[src/rtl/pipe_ctrl_pkg.sv]
// Shared types and constants for the pipeline hazard controller.
package pipe_ctrl_pkg;

    typedef enum logic [1:0] {
        RUN      = 2'd0,
        REDIRECT = 2'd1,
        MEM_WAIT = 2'd2
    } hz_state_t;

    localparam logic [4:0] REG_ZERO = 5'd0;

endpackage

[src/rtl/hazard_ctrl_sat_counter.sv]
// Saturating up-counter with synchronous clear; value is registered, updates one cycle after inc.
module sat_counter #(
    parameter int W = 16
) (
    input  logic         clk,
    input  logic         inc,
    input  logic         clr,
    output logic [W-1:0] out
);

    logic [W-1:0] cnt_q;
    logic [W-1:0] cnt_d;

    always_comb begin
        cnt_d = cnt_q;
        if (clr) begin
            cnt_d = '0;
        end else if (inc && (cnt_q != {W{1'b1}})) begin
            cnt_d = cnt_q + W'(1);
        end
    end

    always_ff @(posedge clk) begin
        cnt_q <= cnt_d;
    end

    assign out = cnt_q;

endmodule

[src/rtl/hazard_ctrl.sv]
// Pipeline hazard control: load-use bubble, mispredict flush/redirect, memory freeze.
// Control outputs are combinational (zero latency); counters and mem_timeout are registered.
module hazard_ctrl
    import pipe_ctrl_pkg::*;
#(
    parameter int REDIRECT_BUBBLES = 1,
    parameter int MAX_WAIT         = 64,
    parameter int CNT_W            = 16
) (
    input  logic             clk,
    input  logic             rst_n,
    input  logic [4:0]       rs1_addr_id,
    input  logic [4:0]       rs2_addr_id,
    input  logic             uses_rs1_id,
    input  logic             uses_rs2_id,
    input  logic [4:0]       rd_ex,
    input  logic             memtoreg_ex,
    input  logic             wb_reg_file_ex,
    input  logic             mispredict_ex,
    input  logic             dmem_busy,
    output logic             pc_en,
    output logic             if_id_en,
    output logic             if_id_flush,
    output logic             id_ex_en,
    output logic             id_ex_flush,
    output logic             ex_mem_en,
    output logic [CNT_W-1:0] stall_cnt,
    output logic [CNT_W-1:0] flush_cnt,
    output logic             mem_timeout
);

    localparam int              WAIT_W   = $clog2(MAX_WAIT + 1);
    localparam logic [WAIT_W-1:0] WAIT_MAX = WAIT_W'(MAX_WAIT);
    localparam logic [1:0]      BUB_INIT = 2'(REDIRECT_BUBBLES);

    hz_state_t         state_q, state_d;
    hz_state_t         resume_q, resume_d;
    hz_state_t         eff_state;
    logic [1:0]        bubble_q, bubble_d;
    logic [WAIT_W-1:0] wait_q, wait_d;
    logic              timeout_q, timeout_d;
    logic              load_use;
    logic              flush_evt;

    assign load_use = memtoreg_ex && wb_reg_file_ex && (rd_ex != REG_ZERO) &&
                      ((uses_rs1_id && (rs1_addr_id == rd_ex)) ||
                       (uses_rs2_id && (rs2_addr_id == rd_ex)));

    // On release from MEM_WAIT, behave as the state that was frozen.
    assign eff_state = (state_q == MEM_WAIT) ? resume_q : state_q;

    always_comb begin
        pc_en       = 1'b1;
        if_id_en    = 1'b1;
        if_id_flush = 1'b0;
        id_ex_en    = 1'b1;
        id_ex_flush = 1'b0;
        ex_mem_en   = 1'b1;
        state_d     = state_q;
        resume_d    = resume_q;
        bubble_d    = bubble_q;
        wait_d      = '0;
        timeout_d   = timeout_q;
        flush_evt   = 1'b0;

        if (dmem_busy) begin
            pc_en     = 1'b0;
            if_id_en  = 1'b0;
            id_ex_en  = 1'b0;
            ex_mem_en = 1'b0;
            state_d   = MEM_WAIT;
            if (state_q != MEM_WAIT) begin
                resume_d = state_q;
            end
            wait_d = (wait_q == WAIT_MAX) ? wait_q : wait_q + WAIT_W'(1);
            if (wait_d == WAIT_MAX) begin
                timeout_d = 1'b1;
            end
        end else if (mispredict_ex) begin
            if_id_flush = 1'b1;
            id_ex_flush = 1'b1;
            flush_evt   = 1'b1;
            if (REDIRECT_BUBBLES > 0) begin
                bubble_d = BUB_INIT;
                state_d  = REDIRECT;
            end else begin
                bubble_d = 2'd0;
                state_d  = RUN;
            end
        end else if (eff_state == REDIRECT) begin
            // ID holds a bubble here, so load_use is irrelevant.
            if_id_flush = 1'b1;
            id_ex_flush = 1'b1;
            if (bubble_q <= 2'd1) begin
                bubble_d = 2'd0;
                state_d  = RUN;
            end else begin
                bubble_d = bubble_q - 2'd1;
                state_d  = REDIRECT;
            end
        end else begin
            state_d = RUN;
            if (load_use) begin
                pc_en       = 1'b0;
                if_id_en    = 1'b0;
                id_ex_flush = 1'b1;
            end
        end
    end

    always_ff @(posedge clk) begin
        if (!rst_n) begin
            state_q   <= RUN;
            resume_q  <= RUN;
            bubble_q  <= 2'd0;
            wait_q    <= '0;
            timeout_q <= 1'b0;
        end else begin
            state_q   <= state_d;
            resume_q  <= resume_d;
            bubble_q  <= bubble_d;
            wait_q    <= wait_d;
            timeout_q <= timeout_d;
        end
    end

    assign mem_timeout = timeout_q;

    sat_counter #(.W(CNT_W)) u_stall_cnt (
        .clk (clk),
        .inc (~pc_en),
        .clr (~rst_n),
        .out (stall_cnt)
    );

    sat_counter #(.W(CNT_W)) u_flush_cnt (
        .clk (clk),
        .inc (flush_evt),
        .clr (~rst_n),
        .out (flush_cnt)
    );

endmodule
[config.mk]
export PLATFORM = sky130hd
export DESIGN_NAME = hazard_ctrl
export DESIGN_NICKNAME = d
export VERILOG_FILES = /design/src/rtl/pipe_ctrl_pkg.sv /design/src/rtl/hazard_ctrl_sat_counter.sv /design/src/rtl/hazard_ctrl.sv
export SDC_FILE = /design/constraint.sdc
export NUM_CORES = 1
export LEC_CHECK = 0
export CAP_MARGIN = 30
export CORE_ASPECT_RATIO = 0.5
export CORE_UTILIZATION = 48
export DETAILED_ROUTE_END_ITERATION = 6
export PLACE_DENSITY = 0.77
export SLEW_MARGIN = 15
export SYNTH_ARGS = -nofsm -noshare
export SYNTH_HDL_FRONTEND = slang
export SYNTH_SLANG_ARGS = --single-unit
[constraint.sdc]
create_clock -name clk -period 2.65 [get_ports clk]
set_input_delay 0.3975 -clock clk [delete_from_list [all_inputs] [get_ports clk]]
set_output_delay 0.3975 -clock clk [all_outputs]
set_load 0.05 [all_outputs]
# Word-level counts from Yosys, hierarchy flattened
# Index checks and enable logic that the tools add are counted.
# Widths: inputs -> output; s select.
# totals
register_bits	46
latch_bits	0
mem_bits_rw	0
rom_bits	0
input_bits	23
output_inout_bits	39
elab_cells	63
mem_count	0
# op_classes
n_addsub	4
n_mul	0
n_div	0
n_lt_le_gt_ge	1
eq_ne	9
n_shift	0
n_mux	23
n_bitwise	3
n_reduce_logical	15
# op_table
op	count
$add 16x1->16 const B	2
$ne 16x16->1 const B	2
$mux 1	15
$eq 7x7->1 const B	2
$mux 2	7
$eq 5x5->1	2
$reduce_and 2->1	4
$add 7x1->7 const B	1
$logic_and 1x1->1	7
$mux 7	1
$reduce_bool 5->1	1
$not 1->1	3
$eq 2x1->1 const B	1
$eq 2x2->1 const B	1
$le 2x1->1 const B	1
$ne 2x2->1 const B	1
$reduce_bool 2->1	1
$reduce_or 2->1	1
$sub 2x1->2 const B	1
$logic_or 1x1->1	1

# Logic depth before layout (Yosys ltp)
# Gate-level depths: netlist (run 1).
# depth
depth_word	10
ltp_mapped	9
ltp_nobuf	7

# By module
# A second synthesis (run 1) with hierarchy kept.
# unflattened
cells_unflattened	295
area_unflattened_um2	2547.4
# by_module_without_submodules
mod	n_inst	cells_per_inst	area_each_um2	seq_area_each_um2
sat_counter	2	99	848.3	320.3
hazard_ctrl	1	97	850.8	280.3

# Worst setup path after synthesis (run 1)
# No wires, ideal clock.
# synth_timing
kind	input to output
from	input rd_ex[1]
to	output pc_en
arrival_time_ns	2.444
t_required_ns	2.253
path_slack_ns	-0.191
path_stages	4
path_buffers	1
cell_sequence	or4_4 -> o211a_1 -> a31oi_1 -> buf_4
# synth_between
elab_chain_cells	8
word_cells_on_any_way	12
classes_between	eq/ne (2); mux (4); reduce/logical (6)
# synth_lines
element	line_no	text
start: declaration	hazard_ctrl.sv:16	input logic [4:0] rd_ex,
$eq 5x5->1, on equally long branches	hazard_ctrl.sv:46, hazard_ctrl.sv:47	
$logic_and 1x1->1, on equally long branches	hazard_ctrl.sv:46, hazard_ctrl.sv:47	
$logic_or 1x1->1	hazard_ctrl.sv:46	((uses_rs1_id && (rs1_addr_id == rd_ex)) ||
$logic_and 1x1->1 (*)	hazard_ctrl.sv:45	assign load_use = memtoreg_ex && wb_reg_file_ex && (rd_ex != REG_ZERO) &&
$mux 1 (*) (4 in series)	--	
end: declaration	hazard_ctrl.sv:21	output logic pc_en,
# Mark *: on every way between the ends. The rest lies on a longest branch, timed or not.

# Worst setup path in the final report (run 1)
# layout_timing
from	input rd_ex[3]
to	output if_id_en
# layout_between
elab_chain_cells	8
word_cells_on_any_way	12
classes_between	eq/ne (2); mux (4); reduce/logical (6)
# layout_lines
element	line_no	text
$eq 5x5->1, on equally long branches	hazard_ctrl.sv:46, hazard_ctrl.sv:47	
$logic_and 1x1->1, on equally long branches	hazard_ctrl.sv:46, hazard_ctrl.sv:47	
$logic_or 1x1->1	hazard_ctrl.sv:46	
$logic_and 1x1->1 (*)	hazard_ctrl.sv:45	
$mux 1 (*)	hazard_ctrl.sv:103	if (load_use) begin
$mux 1 (*)	hazard_ctrl.sv:90	end else if (eff_state == REDIRECT) begin
$mux 1 (*)	hazard_ctrl.sv:79	end else if (mispredict_ex) begin
$mux 1 (*)	hazard_ctrl.sv:66	if (dmem_busy) begin
end: declaration	hazard_ctrl.sv:22	output logic if_id_en,
# Marks and branches as above.

==> results.toml, run 1 <==
[clock_network]
root_buffer = "clkbuf_8"
clkTransAtPathRegs_ps = 80
clockBufferDepth = 2
postCtsSetupBuffers = 0
hold_buffers = 0
cts_buffers = 5
clkSinkCount = 46
cts_tree = "yes"
clock_latency_ps = 290
htree_levels = 2

[yosys]
synth_area_leader_cell = "dfxtp_1"
yosys-top-cells-area = "dfxtp_1 (40%), xnor2_1 (7.9%), nor2_1 (6.6%)"
synth_area_um2 = 2330
synth.avg_cell_area_um2 = 8.35
ys_seq_elements = 46
yosysWarnings = 0
synth_ff_type = "dfxtp_1"
synth.distinct_cells = 45
ys_seq_area_share_pct = 39.5
async_flop_share_pct = 0
yosysTopAreaCellShare_pct = 39.5
synth_nets = 306
yosys-top-cells-count = "dfxtp_1 (46), nor2_1 (41), nand2_1 (29), xnor2_1 (21), a21oi_1 (19)"
synth_edf_count = 0
synth_most_common_cell = "dfxtp_1"
syn_inst = 279

[critical_path]
start_kind = "input port"
crit_start = "rd_ex[3]"
endpoint_kind = "output pin"
arrival_ps = 2190
reg2reg_to = "u_stall_cnt.out[1]"
r2r_start = "u_stall_cnt.out[6]"
reg2reg_slack_ps = 460
critPathMaxStageDelay_ps = 520
criticalPathCategory = "input port to output pin"
ff2ff_path_depth = 7
cp_cell_sequence = "clkdlybuf4s50_1, or4_4, o211a_1, a31oi_2, buf_6, buf_12"
cp.required_ps = 2250
cp_max_fo = 4
cp_slowest_cell = "or4_4"

[sta]
fin_crit_sh_pct = 97.7
maxSlewViolCount = 0
fin_hold_ws_ps = 484
final-hold-violation-count = 0
finalSetupViolCount = 0
fin_crit_ps = 2590
fmax_ghz = 0.386
fin_skew_ps = 5.14
tns_ps = 0
grt_setup_unrepaired = "false"
slew_headroom_pct = 57.8
worst_slew_pin_slew_ps = 626

[route]
vias_per_cell = 5.27
first_iter_violations = 74
route.detailed.drc = 0
avgRoutedWirePerCell_um = 13.3
vias = 2166
ant_nets = 0
wirelength_um = 5450
dr.pass1.iters = 4

[die]
die_area_um2 = 5150
num_rows = 17
start_util_pct = 51.4
die_w_um = 101
ios = 62
core_um2 = 4530
die_h_um = 51.3

[run_status]
status = "finished clean"

[power_and_ir_drop]
leakage_nw = 1.09
peakVddDrop_uv = 230
powerDensity_nw_per_um2 = 454

[place]
place_congestion = 0.776
io_buffers = 61
hpwl_um = 4130

[finish]
drive_above_1_share_pct = 7.83
syn_to_final_growth_pct = 35.8
n_fill_cell = 379
nets = 372
multi_input_area_um2 = 1320
antennaDiodeCount = 0
register_area_um2 = 921

[global_route]
grt_pass1_vias = 2073
antenna_found_initial = 0
grt_use_total_pct = 22.3
grt_pass1_wl_um = 9030
grt_max_degree = 19
overflow = 0

[worst_hold_path]
whs_path_depth = 2
holdCritPathClass = "flip-flop to flip-flop"
min_from = "mem_timeout"
holdPathEnd = "mem_timeout"

[run]
max_cap_viol_count = 0
[worst max-delay path, delay by kind of cell]
family                 cells  cell delay, ps
AOI/OAI and AO/OA          2             470
and+or+nand+nor            1             520
buffers and inverters      3             790
[area by class of cell]
cell class / count / share of cell area (%)
clock buffers: 6 / 2.61
clock inverters: 1 / 0.950
inverters: 9 / 1.07
multi-input cells: 215 / 41.7
flip-flops and latches: 46 / 29.1
well taps: 66 / 2.61
repair buffers: 68 / 21.9
[repair_timing]
item / in CTS / in global routing
gates resized for setup: 0 / 2
setup endpoints to repair: 0 / 2
endpoints found under the hold margin: 0 / 0
[cell families after synthesis]
family	Yosys count	synth area share (%)
buf+inv	18	4.03
fa+ha+maj	4	2.15
compound gates	49	13.6
simple gates	127	27.4
mux	2	0.860
flops	46	39.5
xor+xnor	33	12.4
[worst max-delay path by stage]
stage | to | slack, ps | cells after the start
6_report | if_id_en | 60 | 6
5_1_grt | pc_en | 5 | 6
4_1_cts | if_id_en | 40 | 6
3_5_place_dp | if_id_en | 70 | 6
3_3_place_gp | if_id_en | 100 | 6
2_1_floorplan | pc_en | 140 | 4
[placed cells by master, fill, tap and decap left out, types with 2 or more instances in the layout]
cell type,netlist,layout
a211oi_1,3,3
a21oi_1,19,19
and3_1,7,7
and4_1,3,3
buf_12,0,3
buf_4,2,9
clkbuf_8,0,6
clkdlybuf4s50_1,0,54
dfxtp_1,46,46
ha_1,4,4
inv_1,8,8
mux2i_1,2,2
nand2_1,29,29
nand3_1,12,12
nand4_1,8,8
nor2_1,41,41
nor3_1,3,3
o21ai_0,4,4
o21ai_1,9,9
o31ai_1,4,4
or3_1,9,9
or4_1,5,5
xnor2_1,21,21
xor2_1,12,12
[flip-flops by register name, indices dropped and copies added, names as in the netlist]
signal	count
resume_q	2
u_flush_cnt.out	16
wait_q	7
state_q	2
mem_timeout	1
u_stall_cnt.out	16
bubble_q	2
[through the flow]
| step | utilization, % | total power, mW | cells | worst slack (ps) | area (um^2) |
|---|---|---|---|---|---|
| floorplan | - | 0.837 | 279 | 144 | 2330 |
| global placement | 67.2 | 0.914 | 404 | 103 | 3040 |
| detailed placement | 67.2 | 0.919 | 404 | 67.4 | 3040 |
| CTS | 69.6 | 1.44 | 411 | 40.3 | 3160 |
| global route | 69.8 | 1.49 | 411 | 4.59 | 3160 |
| finish | 69.8 | 1.43 | 411 | 60.9 | 3160 |
[where the power goes]
group | switching (mW) | leakage, nW | internal [mW]
Combinational | 0.105 | 0.657 | 0.0884
Clock | 0.228 | 0.0573 | 0.302
Sequential | 0.0105 | 0.372 | 0.700
[metal layers]
layer	vias up	global-route usage [%]	wire length [um]
met3	6	5.75	191
met2	51	41.8	2730
met5	-	0	0
met4	0	5.07	46
li1	1106	-	-
met1	1003	25.9	2490
No activity file was read; power rests on OpenSTA's default activity.
==> inputs of run 2 (changes only) <==
- CORE_UTILIZATION: 48 -> 41
- PLACE_DENSITY: 0.77 -> 0.67
- clock period: 2.65 -> 2.8 ns (I/O delays scaled with it)
==> run 2 against run 1 <==
Against the previous run: first-iteration DRC count rose by 64%; hold slack gained 3.7 ps; design area is 1.4% higher; clock-buffer cell count fell by 1; clock power rose by 29%; largest power group is now clock; highest routed layer unchanged.
==> results.toml, run 2 (same netlist as run 1, synthesis figures left out) <==
[run_status]
status = "finished clean"

[sta]
fin_crit_ps = 2690
fin_crit_sh_pct = 96.2
fin_skew_ps = 5.60
grt_setup_unrepaired = "false"
finalSetupViolCount = 0
fmax_ghz = 0.371
maxSlewViolCount = 0
slew_headroom_pct = 55.0
tns_ps = 0
final-hold-violation-count = 0
worst_slew_pin_slew_ps = 669

[critical_path]
cp_max_fo = 4
cp.required_ps = 2380
reg2reg_slack_ps = 540
start_kind = "input port"
arrival_ps = 2270
criticalPathCategory = "input port to output pin"
r2r_start = "u_stall_cnt.out[6]"
ff2ff_path_depth = 6
endpoint_kind = "output pin"
reg2reg_to = "u_stall_cnt.out[1]"

[clock_network]
htree_levels = 2
clock_latency_ps = 290
clkSinkCount = 46
hold_buffers = 0
cts_tree = "yes"
root_buffer = "clkbuf_16"
postCtsSetupBuffers = 0
post_cts_resized = 0
clkTransAtPathRegs_ps = 60
cts_buffers = 5
clockBufferDepth = 2

[route]
vias = 2170
vias_per_cell = 5.24
wirelength_um = 5310
route.detailed.drc = 0
first_iter_violations = 121
dr.pass1.iters = 4
avgRoutedWirePerCell_um = 12.8
ant_nets = 0

[place]
hpwl_um = 3890
io_buffers = 61
placed_area_um2 = 3040
place_congestion = 0.774
dp.cells = 406

[worst_hold_path]
min_from = "resume_q[1]"
holdPathEnd = "resume_q[1]"
holdCritPathClass = "flip-flop to flip-flop"
whs_path_depth = 2

[finish]
n_fill_cell = 487
finalNonFillerCells = 414
layout_commonest_cell = "clkdlybuf4s50_1"
drive_above_1_share_pct = 6.98
nets = 370
antennaDiodeCount = 0
final_cell_mix = "clkdlybuf4s50_1 (57), dfxtp_1 (46), nor2_1 (41)"
syn_to_final_growth_pct = 37.7
final_area_um2 = 3210

[die]
die_area_um2 = 6000
num_rows = 18
die_w_um = 109
die_h_um = 55.3
core_um2 = 5180
ios = 62
start_util_pct = 45.0

[power_and_ir_drop]
leakage_nw = 1.09
peakVddDrop_uv = 280
powerDensity_nw_per_um2 = 480

[global_route]
grt_pass1_wl_um = 8820
overflow = 0
grt_pass1_vias = 2026
grt_max_degree = 29
grt_use_total_pct = 18.3
antenna_found_initial = 0

[run]
max_cap_viol_count = 0
==> run 2: power by group <==
group          internal (mW)  leakage (nW)  switching, mW
clock                  0.423        0.0842          0.263
combinational         0.0817         0.635         0.0972
sequential             0.663         0.372         0.0101
total                   1.17          1.09          0.370
==> run 2: final cells by class <==
cell class | count | area [um^2] | area share [%]
inverters | 9 | 33.8 | 1.05
clock buffers | 5 | 125 | 3.90
multi-input cells | 215 | 1320 | 41.2
clock inverters | 3 | 43.8 | 1.37
well taps | 70 | 87.6 | 2.73
flip-flops and latches | 46 | 921 | 28.7
repair buffers | 66 | 676 | 21.1
==> run 2: per-stage QoR <==
step	util, %	total power, mW	setup WS (ps)	hold WS [ps]
5_1_grt	61.9	1.60	28.4	520
3_5_place_dp	58.6	0.867	105	479
3_3_place_gp	58.6	0.864	143	468
4_1_cts	61.9	1.55	105	492
2_1_floorplan	-	0.792	249	452
6_report	61.9	1.54	106	488
==> run 2: worst max-delay path by stage <==
stage,from,to,slack (ps),cells after the start
3_5_place_dp,rd_ex[2],if_id_en,100,5
5_1_grt,rd_ex[2],pc_en,30,5
4_1_cts,rd_ex[2],if_id_en,100,5
6_report,rd_ex[2],if_id_en,110,5
2_1_floorplan,rd_ex[1],pc_en,250,4
3_3_place_gp,rd_ex[2],pc_en,140,5
==> run 2: per-layer routing <==
layer,up-vias,wire length (um),track usage [%]
met2,43,2540,31.9
met5,-,0,0
met4,0,22,4.05
met1,1007,2530,22.4
met3,2,221,4.84
li1,1118,-,-
==> run 2: worst max-delay path, cell delays in order <==
cell	delay, ps
clkdlybuf4s50_1	480
or4_4	550
o211a_1	250
a31oi_2	380
buf_12	190
